<file path="src/rtl/stream_min_finder.sv">
// Streaming block-minimum finder: reports the minimum of each COUNT-sample block and the index of its first occurrence.
// Build option: define STREAM_MIN_SIGNED_EN for two's-complement comparison (default is unsigned).
module stream_min_finder #(
  parameter int WIDTH = 4,
  parameter int COUNT = 16,
  parameter int IDXW  = $clog2(COUNT)
) (
  input  logic             clk,
  input  logic             rst,
  input  logic             clear,
  input  logic             in_valid,
  output logic             in_ready,
  input  logic [WIDTH-1:0] in_data,
  output logic             out_valid,
  input  logic             out_ready,
  output logic [WIDTH-1:0] out_min,
  output logic [IDXW-1:0]  out_idx
);

  typedef enum logic [0:0] {
    ACCUM = 1'b0,
    HOLD  = 1'b1
  } state_t;

  localparam logic [IDXW-1:0] LAST_IDX = IDXW'(COUNT - 1);

  state_t           state, state_nxt;
  logic [IDXW-1:0]  cnt, cnt_nxt;
  logic [WIDTH-1:0] cur_min, cur_min_nxt;
  logic [IDXW-1:0]  cur_idx, cur_idx_nxt;
  logic [WIDTH-1:0] out_min_nxt;
  logic [IDXW-1:0]  out_idx_nxt;
  logic             accept;
  logic [WIDTH-1:0] blk_min;
  logic [IDXW-1:0]  blk_idx;

  function automatic logic is_less(input logic [WIDTH-1:0] a, input logic [WIDTH-1:0] b);
`ifdef STREAM_MIN_SIGNED_EN
    return $signed(a) < $signed(b);
`else
    return a < b;
`endif
  endfunction

  assign in_ready  = (state == ACCUM) && !rst;
  assign out_valid = (state == HOLD);
  assign accept    = in_valid && in_ready;

  // Running minimum including the sample currently offered; strict compare keeps the earliest index on ties.
  always_comb begin
    blk_min = cur_min;
    blk_idx = cur_idx;
    if ((cnt == '0) || is_less(in_data, cur_min)) begin
      blk_min = in_data;
      blk_idx = cnt;
    end else begin
      blk_min = cur_min;
      blk_idx = cur_idx;
    end
  end

  // Next-state and datapath update: clear outranks normal operation.
  always_comb begin
    state_nxt   = state;
    cnt_nxt     = cnt;
    cur_min_nxt = cur_min;
    cur_idx_nxt = cur_idx;
    out_min_nxt = out_min;
    out_idx_nxt = out_idx;
    if (clear) begin
      state_nxt = ACCUM;
      cnt_nxt   = '0;
    end else begin
      case (state)
        ACCUM: begin
          if (accept) begin
            cur_min_nxt = blk_min;
            cur_idx_nxt = blk_idx;
            if (cnt == LAST_IDX) begin
              out_min_nxt = blk_min;
              out_idx_nxt = blk_idx;
              cnt_nxt     = '0;
              state_nxt   = HOLD;
            end else begin
              cnt_nxt = cnt + 1'b1;
            end
          end else begin
            cnt_nxt = cnt;
          end
        end
        HOLD: begin
          if (out_ready) begin
            state_nxt = ACCUM;
          end else begin
            state_nxt = HOLD;
          end
        end
        default: begin
          state_nxt = ACCUM;
          cnt_nxt   = '0;
        end
      endcase
    end
  end

  // State and result registers with synchronous reset.
  always_ff @(posedge clk) begin
    if (rst) begin
      state   <= ACCUM;
      cnt     <= '0;
      cur_min <= '0;
      cur_idx <= '0;
      out_min <= '0;
      out_idx <= '0;
    end else begin
      state   <= state_nxt;
      cnt     <= cnt_nxt;
      cur_min <= cur_min_nxt;
      cur_idx <= cur_idx_nxt;
      out_min <= out_min_nxt;
      out_idx <= out_idx_nxt;
    end
  end

endmodule
</file>
<file path="config.mk">
export PLATFORM = sky130hd
export DESIGN_NAME = stream_min_finder
export DESIGN_NICKNAME = d
export VERILOG_FILES = /design/src/rtl/stream_min_finder.sv
export SDC_FILE = /design/constraint.sdc
export NUM_CORES = 1
export LEC_CHECK = 0
export ABC_CLOCK_PERIOD_IN_PS = 3350
export BUFFER_PORTS_ARGS = -buffer_cell sky130_fd_sc_hd__buf_2
export CORE_ASPECT_RATIO = 0.75
export CORE_MARGIN = 5
export CORE_UTILIZATION = 30
export CTS_CLUSTER_SIZE = 16
export DETAILED_ROUTE_END_ITERATION = 10
export PLACE_DENSITY = 0.56
export SYNTH_ARGS = -nofsm -noshare
export SYNTH_HDL_FRONTEND = slang
export SYNTH_SLANG_ARGS = --single-unit
</file>
<file path="constraint.sdc">
create_clock -name clk -period 3.35 [get_ports clk]
set_clock_uncertainty 0.2 [all_clocks]
set_input_delay 0.335 -clock clk [delete_from_list [all_inputs] [get_ports clk]]
set_output_delay 0.335 -clock clk [all_outputs]
set_load 0.05 [all_outputs]
</file>
## Word-level counts from Yosys, hierarchy flattened

Cells that the tools add are included.
W data, S select, Z words.

- Bits in registers: 21
- Input port bits: 9
- Output and inout bits: 10
- Logic and storage cells: 27

- Add/sub/neg operators: 1
- $lt $le $gt $ge: 1
- Eq/ne operators: 1
- Muxes and demuxes: 7
- Bitwise gates (word level): 2
- Reduce and logical (&&, ||, !) cells: 9

Operator list:

| cell | number |
|---|---|
| $mux W4 | 3 |
| $add A4 B1 Y4 const B | 1 |
| $eq A4 B4 Y1 const B | 1 |
| $logic_not A4 Y1 | 1 |
| $lt A4 B4 Y1 | 1 |
| $reduce_and A4 Y1 | 1 |
| $mux W1 | 3 |
| $reduce_and A3 Y1 | 1 |
| $logic_and A1 B1 Y1 | 2 |
| $not A1 Y1 | 2 |
| $pmux W1 S2 | 1 |
| $reduce_and A2 Y1 | 1 |
| $reduce_or A2 Y1 | 1 |
| $logic_not A1 Y1 | 1 |
| $logic_or A1 B1 Y1 | 1 |

## Logic depth before layout (Yosys ltp)

Gate-level depths: netlist of run 1.

- Word-level depth: 5
- Depth in mapped cells: 7

## Worst setup path before layout of run 1

Ideal clock, no wire load.

- Kind: reg-to-reg
- Start point: reg cur_min[1]
- End point: reg cur_min[0]
- Arrival time: 1.719 ns
- Required time: 3.029 ns
- Setup slack: 1.310 ns
- Cell stages (with the launch flop): 8
- Path buffers: 1
- Path through: dfxtp_1 -> inv_1 -> ha_1 -> inv_1 -> o21a_1 -> buf_6 -> o31ai_4 -> mux2_2

- Word-level cells in the longest chain between the ends: 3

Ends and longest elaborated chain:

| element | line | text |
|---|---|---|
| start, declared | 29 | `logic [WIDTH-1:0] cur_min, cur_min_nxt;` |
| start signal, assigned | 118 | `cur_min <= cur_min_nxt;` |
| $lt A4 B4 Y1 | 41 | `return a < b;` |
| $logic_or A1 B1 Y1 | 53 | `if ((cnt == '0) \|\| is_less(in_data, cur_min)) begin` |
| $mux W4 | 53 |  |

No other way between the ends.
A chain may end at the register's enable or synchronous reset.

## Worst setup path after layout of run 1

- Start point: reg cur_min[2]
- End point: reg cur_min[2]

- Word-level cells in the longest chain between the ends: 3

Ends and longest elaborated chain:

| element | line |
|---|---|
| $lt A4 B4 Y1 | 41 |
| $logic_or A1 B1 Y1 | 53 |
| $mux W4 * | 53 |

Mark *: on every way between the ends. The rest lies on a longest branch, timed or not.

==> results.toml, run 1 <==
[synth]
synth-warning-count = 0
synth_nets = 136
synth-seq-cells = 21
synth-edff-count = 0
ys_seq_area_share_pct = 38.5
yosysUniqueCellTypes = 33
syn_area_mm2 = 0.00109
syn-instance-count = 122
avgSynthCellArea_um2 = 8.94
async_reset_ff_share_pct = 0
ys_dominant_reg_cell = "dfxtp_1"

[worst_setup_path]
reg2reg_slack_ps = 1090
cp_max_fo = 9
crit_buf_inv = 1
arrival_ps = 2210
critPathLaunchType = "flop"
criticalPathCategory = "reg -> reg"
path_cells = "inv_1 > ha_1 > o21ai_0 > nor2b_1 > o31ai_4 > mux2_2"
required_ps = 3300
path_delay_family = "simple AND/OR/NAND/NOR gates"
worst_path_largest_cell_delay_ps = 590
crit_path_top_delay_cell = "nor2b_1"
setup.worst_path.end_class = "flop"

[status]
status = "finished clean"

[routing]
avgRoutedWirePerCell_um = 12.6
wl_mm = 2.36
final_antenna_net_count = 0
drt_iter0_drc = 44
firstDrtPassIters = 4
drc = 0
vias = 909
vias_per_cell = 4.84

[grt]
antenna_found_initial = 0
first_global_vias = 884
grt.overflow.total = 0
grt_pass1_wl_mm = 3.93
grt_max_degree = 22
grtUsageTotal_pct = 9.81

[cells_and_area]
multi_input_area_um2 = 602
regArea_um2 = 420
area_growth_syn_to_layout_pct = 14.4
fill_cells = 378
mostFrequentLayoutCell = "dfxtp_1"
fin_nets = 151
layout-drive-gt1-share_pct = 19.9
antenna_cells = 0
post-route-util_pct = 34.8
mostFrequentLayoutCells = "21 x dfxtp_1, 18 x buf_2, 14 x nor2_1, 7 x inv_1"

[clock_tree]
numCtsBuffers = 3
cts_tree = "yes"
clkSinkCount = 21
cts_setup_buffers = 0
cts.clk_slew.worst_paths_ps = 70
ctsResizeCount = 0
cts_hold_buf = 0
htree_levels = 1
ctsLongestPathBuffers = 2
clock_latency_ps = 260
clockRootBuffer = "clkbuf_8"

[timing]
hold_viol = 0
slew_headroom_pct = 54.5
worst_pin_slew_ps = 678
timing.setup.tns_ps = 0
max_freq_mhz = 442
report.final.slew_viol_count = 0
rsz0062_at_grt = "no"
setup_violations = 0
period_share_pct = 67.6
finalCriticalPeriod_ps = 2260

[floorplan]
die_h_um = 62.2
rows = 19
core_mm2 = 0.00359
die_area_mm2 = 0.00496
die_x_um = 79.6
io_pins = 19
initial_utilization_pct = 30.4

[hold_path]
hold_class = "in -> reg"

[power_and_ir_drop]
power.density_mw_per_mm2 = 385
leakage_nw = 0.506
ir_worst_vdd_mv = 0.117

[run]
maxCapViolCount = 0

[placed_design]
place.gp.congestion = 0.777
dpl.hpwl_mm = 1.76
io_buffers = 18
where the power goes:
part           internal, W   total, W  switching, W
Sequential        0.000254   0.000257    0.00000290
Clock            0.0000847   0.000162     0.0000778
Combinational    0.0000209  0.0000612     0.0000403
Total             0.000359   0.000480      0.000121
area by class of cell:
type                    instances  share of cell area (%)
repair buffers                 18                    7.21
well taps                      52                    5.21
inverters                       7                    2.10
multi-input cells              86                    48.2
clock buffers                   4                    3.61
flip-flops and latches         21                    33.7
cells by family after synthesis:
logic type,after synthesis,share of synthesized area (%)
xor gates and xnor gates,3,2.41
adders and majority gates,5,5.73
and+or+nand+nor,45,21.7
buffers and inverters,15,6.31
muxes,6,5.96
AOI/OAI and AO/OA,27,19.4
DFF,21,38.5
state kept, by name, summed over array words and instances (netlist names):
signal and count:
cur_idx 4, out_idx 4, cnt 4, cur_min 4
out_valid 1, out_min 4
per-layer routing:
layer	routed length, µm	part of all wire, %	vias up	GRT usage, %
li1	-	-	462	-
met1	1170	49	430	12.4
met2	1060	45	13	15.4
met3	96	4.1	4	3.03
met4	37	1.6	0	3.86
met5	0	0	-	0
final timing paths:
path,startpoint,to,cells after the start
setup / recovery,cur_min[2],cur_min[2],6
hold / removal,clear,cnt[1],2
setup reg to reg,cur_min[2],cur_min[2],6
hold reg to reg,cur_idx[3],out_idx[3],2
stage by stage:
step	hold WS, ps	area [µm²]	total power, W	instances	worst slack, ps
floorplan	212	1090	0.000309	122	1310
global placement	249	1200	0.000322	184	1060
detailed placement	256	1200	0.000323	184	970
CTS	99.3	1250	0.000485	188	1060
global route	102	1250	0.000501	188	821
finish	109	1250	0.000480	188	1090
synthesized netlist by cell type (2+ instances only):
cell type	number	area (µm²)
a311oi_1	4	35.0
a31oi_1	4	25.0
a32o_1	2	20.0
and2_1	3	18.8
buf_2	2	10.0
clkbuf_1	2	7.51
clkbuf_2	2	10.0
dfxtp_1	21	420
ha_1	5	62.6
inv_1	7	26.3
mux2_2	4	45.0
mux2i_1	2	20.0
nand2_1	5	18.8
nand2b_1	4	25.0
nand3_1	2	10.0
nand4_1	6	37.5
nor2_1	14	52.6
nor2b_1	6	37.5
nor3_1	3	15.0
o21ai_0	2	10.0
o21bai_1	4	30.0
o31ai_1	6	45.0
xor2_1	2	17.5
Power figures use the tool's default switching activity.
==> inputs of run 2 (changes only) <==
Settings changed: ABC_AREA from default to 1, ABC_CLOCK_PERIOD_IN_PS 3350 to 2360.
Clock period 3.35 ns to 2.36 ns, I/O delays scaled along.
==> results.toml, run 2 <==
[worst_setup_path]
path_cells = "inv_1 > ha_1 > a21oi_1 > nand2_2 > nand2_1 > nand2_1 > nand3_1 > nand2_1 > inv_1"
criticalPathCategory = "reg -> reg"
cp_max_fo = 9
arrival_ps = 1910
critPathLaunchType = "flop"
crit_path_top_delay_cell = "dfxtp_1"
crit_top_cell = "nand2_1"
worst_path_largest_cell_delay_ps = 340
required_ps = 2370
setup.worst_path.end_class = "flop"

[power_and_ir_drop]
p_int_w = 0.000507
seqPwrFrac_pct = 52.9
pwr-share-clk_pct = 35.0
swShare_pct = 27.1
ir_worst_vdd_mv = 0.282
combPwrFrac_pct = 12.2
power.density_mw_per_mm2 = 514
leakage_nw = 0.694
power.switching_w = 0.000188

[timing]
setup_violations = 0
hold_viol = 0
whs_ps = 15.3
report.final.slew_viol_count = 0
max_freq_mhz = 527
finalCriticalPeriod_ps = 1900
timing.setup.tns_ps = 0
slew_headroom_pct = 69.7
period_share_pct = 80.4
rsz0062_at_grt = "no"
worst_pin_slew_ps = 454

[floorplan]
io_pins = 19
rows = 19
die_area_mm2 = 0.00531
core_mm2 = 0.00373
die_h_um = 64.3
die_x_um = 82.5
initial_utilization_pct = 31.6

[clock_tree]
numCtsBuffers = 3
cts.clk_slew.worst_paths_ps = 80
cts_tree = "yes"
cts_setup_buffers = 0
clock_latency_ps = 260
clockRootBuffer = "clkbuf_8"
cts_hold_buf = 0
htree_levels = 1
ctsResizeCount = 0
ctsLongestPathBuffers = 2
clkSinkCount = 21

[synth]
synth-warning-count = 0
yosysMostFrequentCell = "inv_1"
synth-edff-count = 0
syn_area_mm2 = 0.00118
synth_xor_area_share_pct = 1.48
synth_commonest_cells = "35 x inv_1, 31 x nand2_1, 27 x nand3_1"
synth.largest_area_cell = "dfxtp_1"
synth_nets = 182
synth_simple_gate_area_share_pct = 37.4
synthMuxAreaShare_pct = 0
synthTopCellsByArea = "dfxtp_1 36%, nand3_1 11%, inv_1 11%"
avgSynthCellArea_um2 = 7.03
yosysUniqueCellTypes = 23
synth-seq-cells = 21
ys_dominant_reg_cell = "dfxtp_1"
synth_compound_area_share_pct = 5.51
async_reset_ff_share_pct = 0
ys_seq_area_share_pct = 35.6
synth.top_cell.area_share_pct = 35.6
syn-instance-count = 168
synth_top_family_by_area = "simple AND/OR/NAND/NOR gates"
synth_fa_ha_area_share_pct = 5.30

[routing]
vias_per_cell = 4.20
avgRoutedWirePerCell_um = 10.4
wl_met3_um = 161
final_antenna_net_count = 0
wl_met2_mm = 1.04
wl_met1_mm = 1.26
firstDrtPassIters = 4
drc = 0
routed.top_layer = "met4"
drt_iter0_drc = 62
wl_mm = 2.48
vias = 1003

[cells_and_area]
layout-drive-gt1-share_pct = 18.7
antenna_cells = 0
design_area_mm2 = 0.00135
post-route-util_pct = 36.2
area_growth_syn_to_layout_pct = 14.5
fin_nets = 202
mostFrequentLayoutCell = "inv_1"
mostFrequentLayoutCells = "35 x inv_1, 31 x nand2_1, 27 x nand3_1, 21 x dfxtp_1, 18 x buf_2"

[placed_design]
placed_cell_area_mm2 = 0.00131
place.gp.congestion = 0.784
dpl.hpwl_mm = 1.83
io_buffers = 18

[grt]
antenna_found_initial = 0
grt_max_degree = 19
grt_pass1_wl_mm = 4.21
first_global_vias = 916
grtUsageTotal_pct = 10.2
grt.overflow.total = 0

[hold_path]
hold_class = "in -> reg"

[run]
maxCapViolCount = 0

[status]
status = "finished clean"
[run 2: stage by stage]
stage	total power, W	instances	setup WS [ps]
2_1_floorplan	0.000437	168	514
3_3_place_gp	0.000459	235	536
3_5_place_dp	0.000460	235	504
4_1_cts	0.000708	239	473
5_1_grt	0.000739	239	233
6_report	0.000695	239	462
[run 2: power by group through the flow]
stage	Sequential (W)	Clock (W)	Combinational, W
after global placement	0.000376	0	0.0000834
after floorplan	0.000374	0	0.0000625
final	0.000367	0.000243	0.0000847
after global routing	0.000368	0.000273	0.0000967
after detailed placement	0.000376	0	0.0000844
after CTS	0.000367	0.000256	0.0000848
[run 2: per-layer routing]
layer,track usage (%),vias to the layer above
li1,-,556
met1,13.9,424
met2,15.4,21
met3,3.93,2
met4,1.87,0
met5,0,-
[run 2: worst paths after layout]
| check | from | end | cells past startpoint | slack [ps] |
|---|---|---|---|---|
| worst min-delay path | out_ready | out_valid | 4 | 20 |
| worst min register to register | cur_idx[0] | cur_idx[0] | 4 | 340 |
| worst max register to register | cur_min[3] | cur_min[3] | 9 | 460 |
| worst max-delay path | cur_min[3] | cur_min[3] | 9 | 460 |
[run 2: layout make-up]
| class | count | area [µm²] |
|---|---|---|
| clock buffer | 3 | 41.3 |
| clock inverter | 1 | 5.00 |
| tap | 52 | 65.1 |
| multi-input combinational | 107 | 587 |
| fill | 421 | 2380 |
| sequential | 21 | 420 |
| timing repair buffer | 18 | 90.1 |
| inverter | 37 | 144 |
[run 2: worst max-delay path, delay by kind of cell, from the launching register on]
family | cells | cell delay, ps
and+or+nand+nor | 5 | 660
DFF | 1 | 340
adders and majority gates | 1 | 290
AOI/OAI and AO/OA | 1 | 270
buffers and inverters | 2 | 110
[run 2: cells by family after synthesis]
logic type / after synthesis
and+or+nand+nor: 87
AOI/OAI and AO/OA: 13
DFF: 21
adders and majority gates: 5
xor gates and xnor gates: 2
buffers and inverters: 40
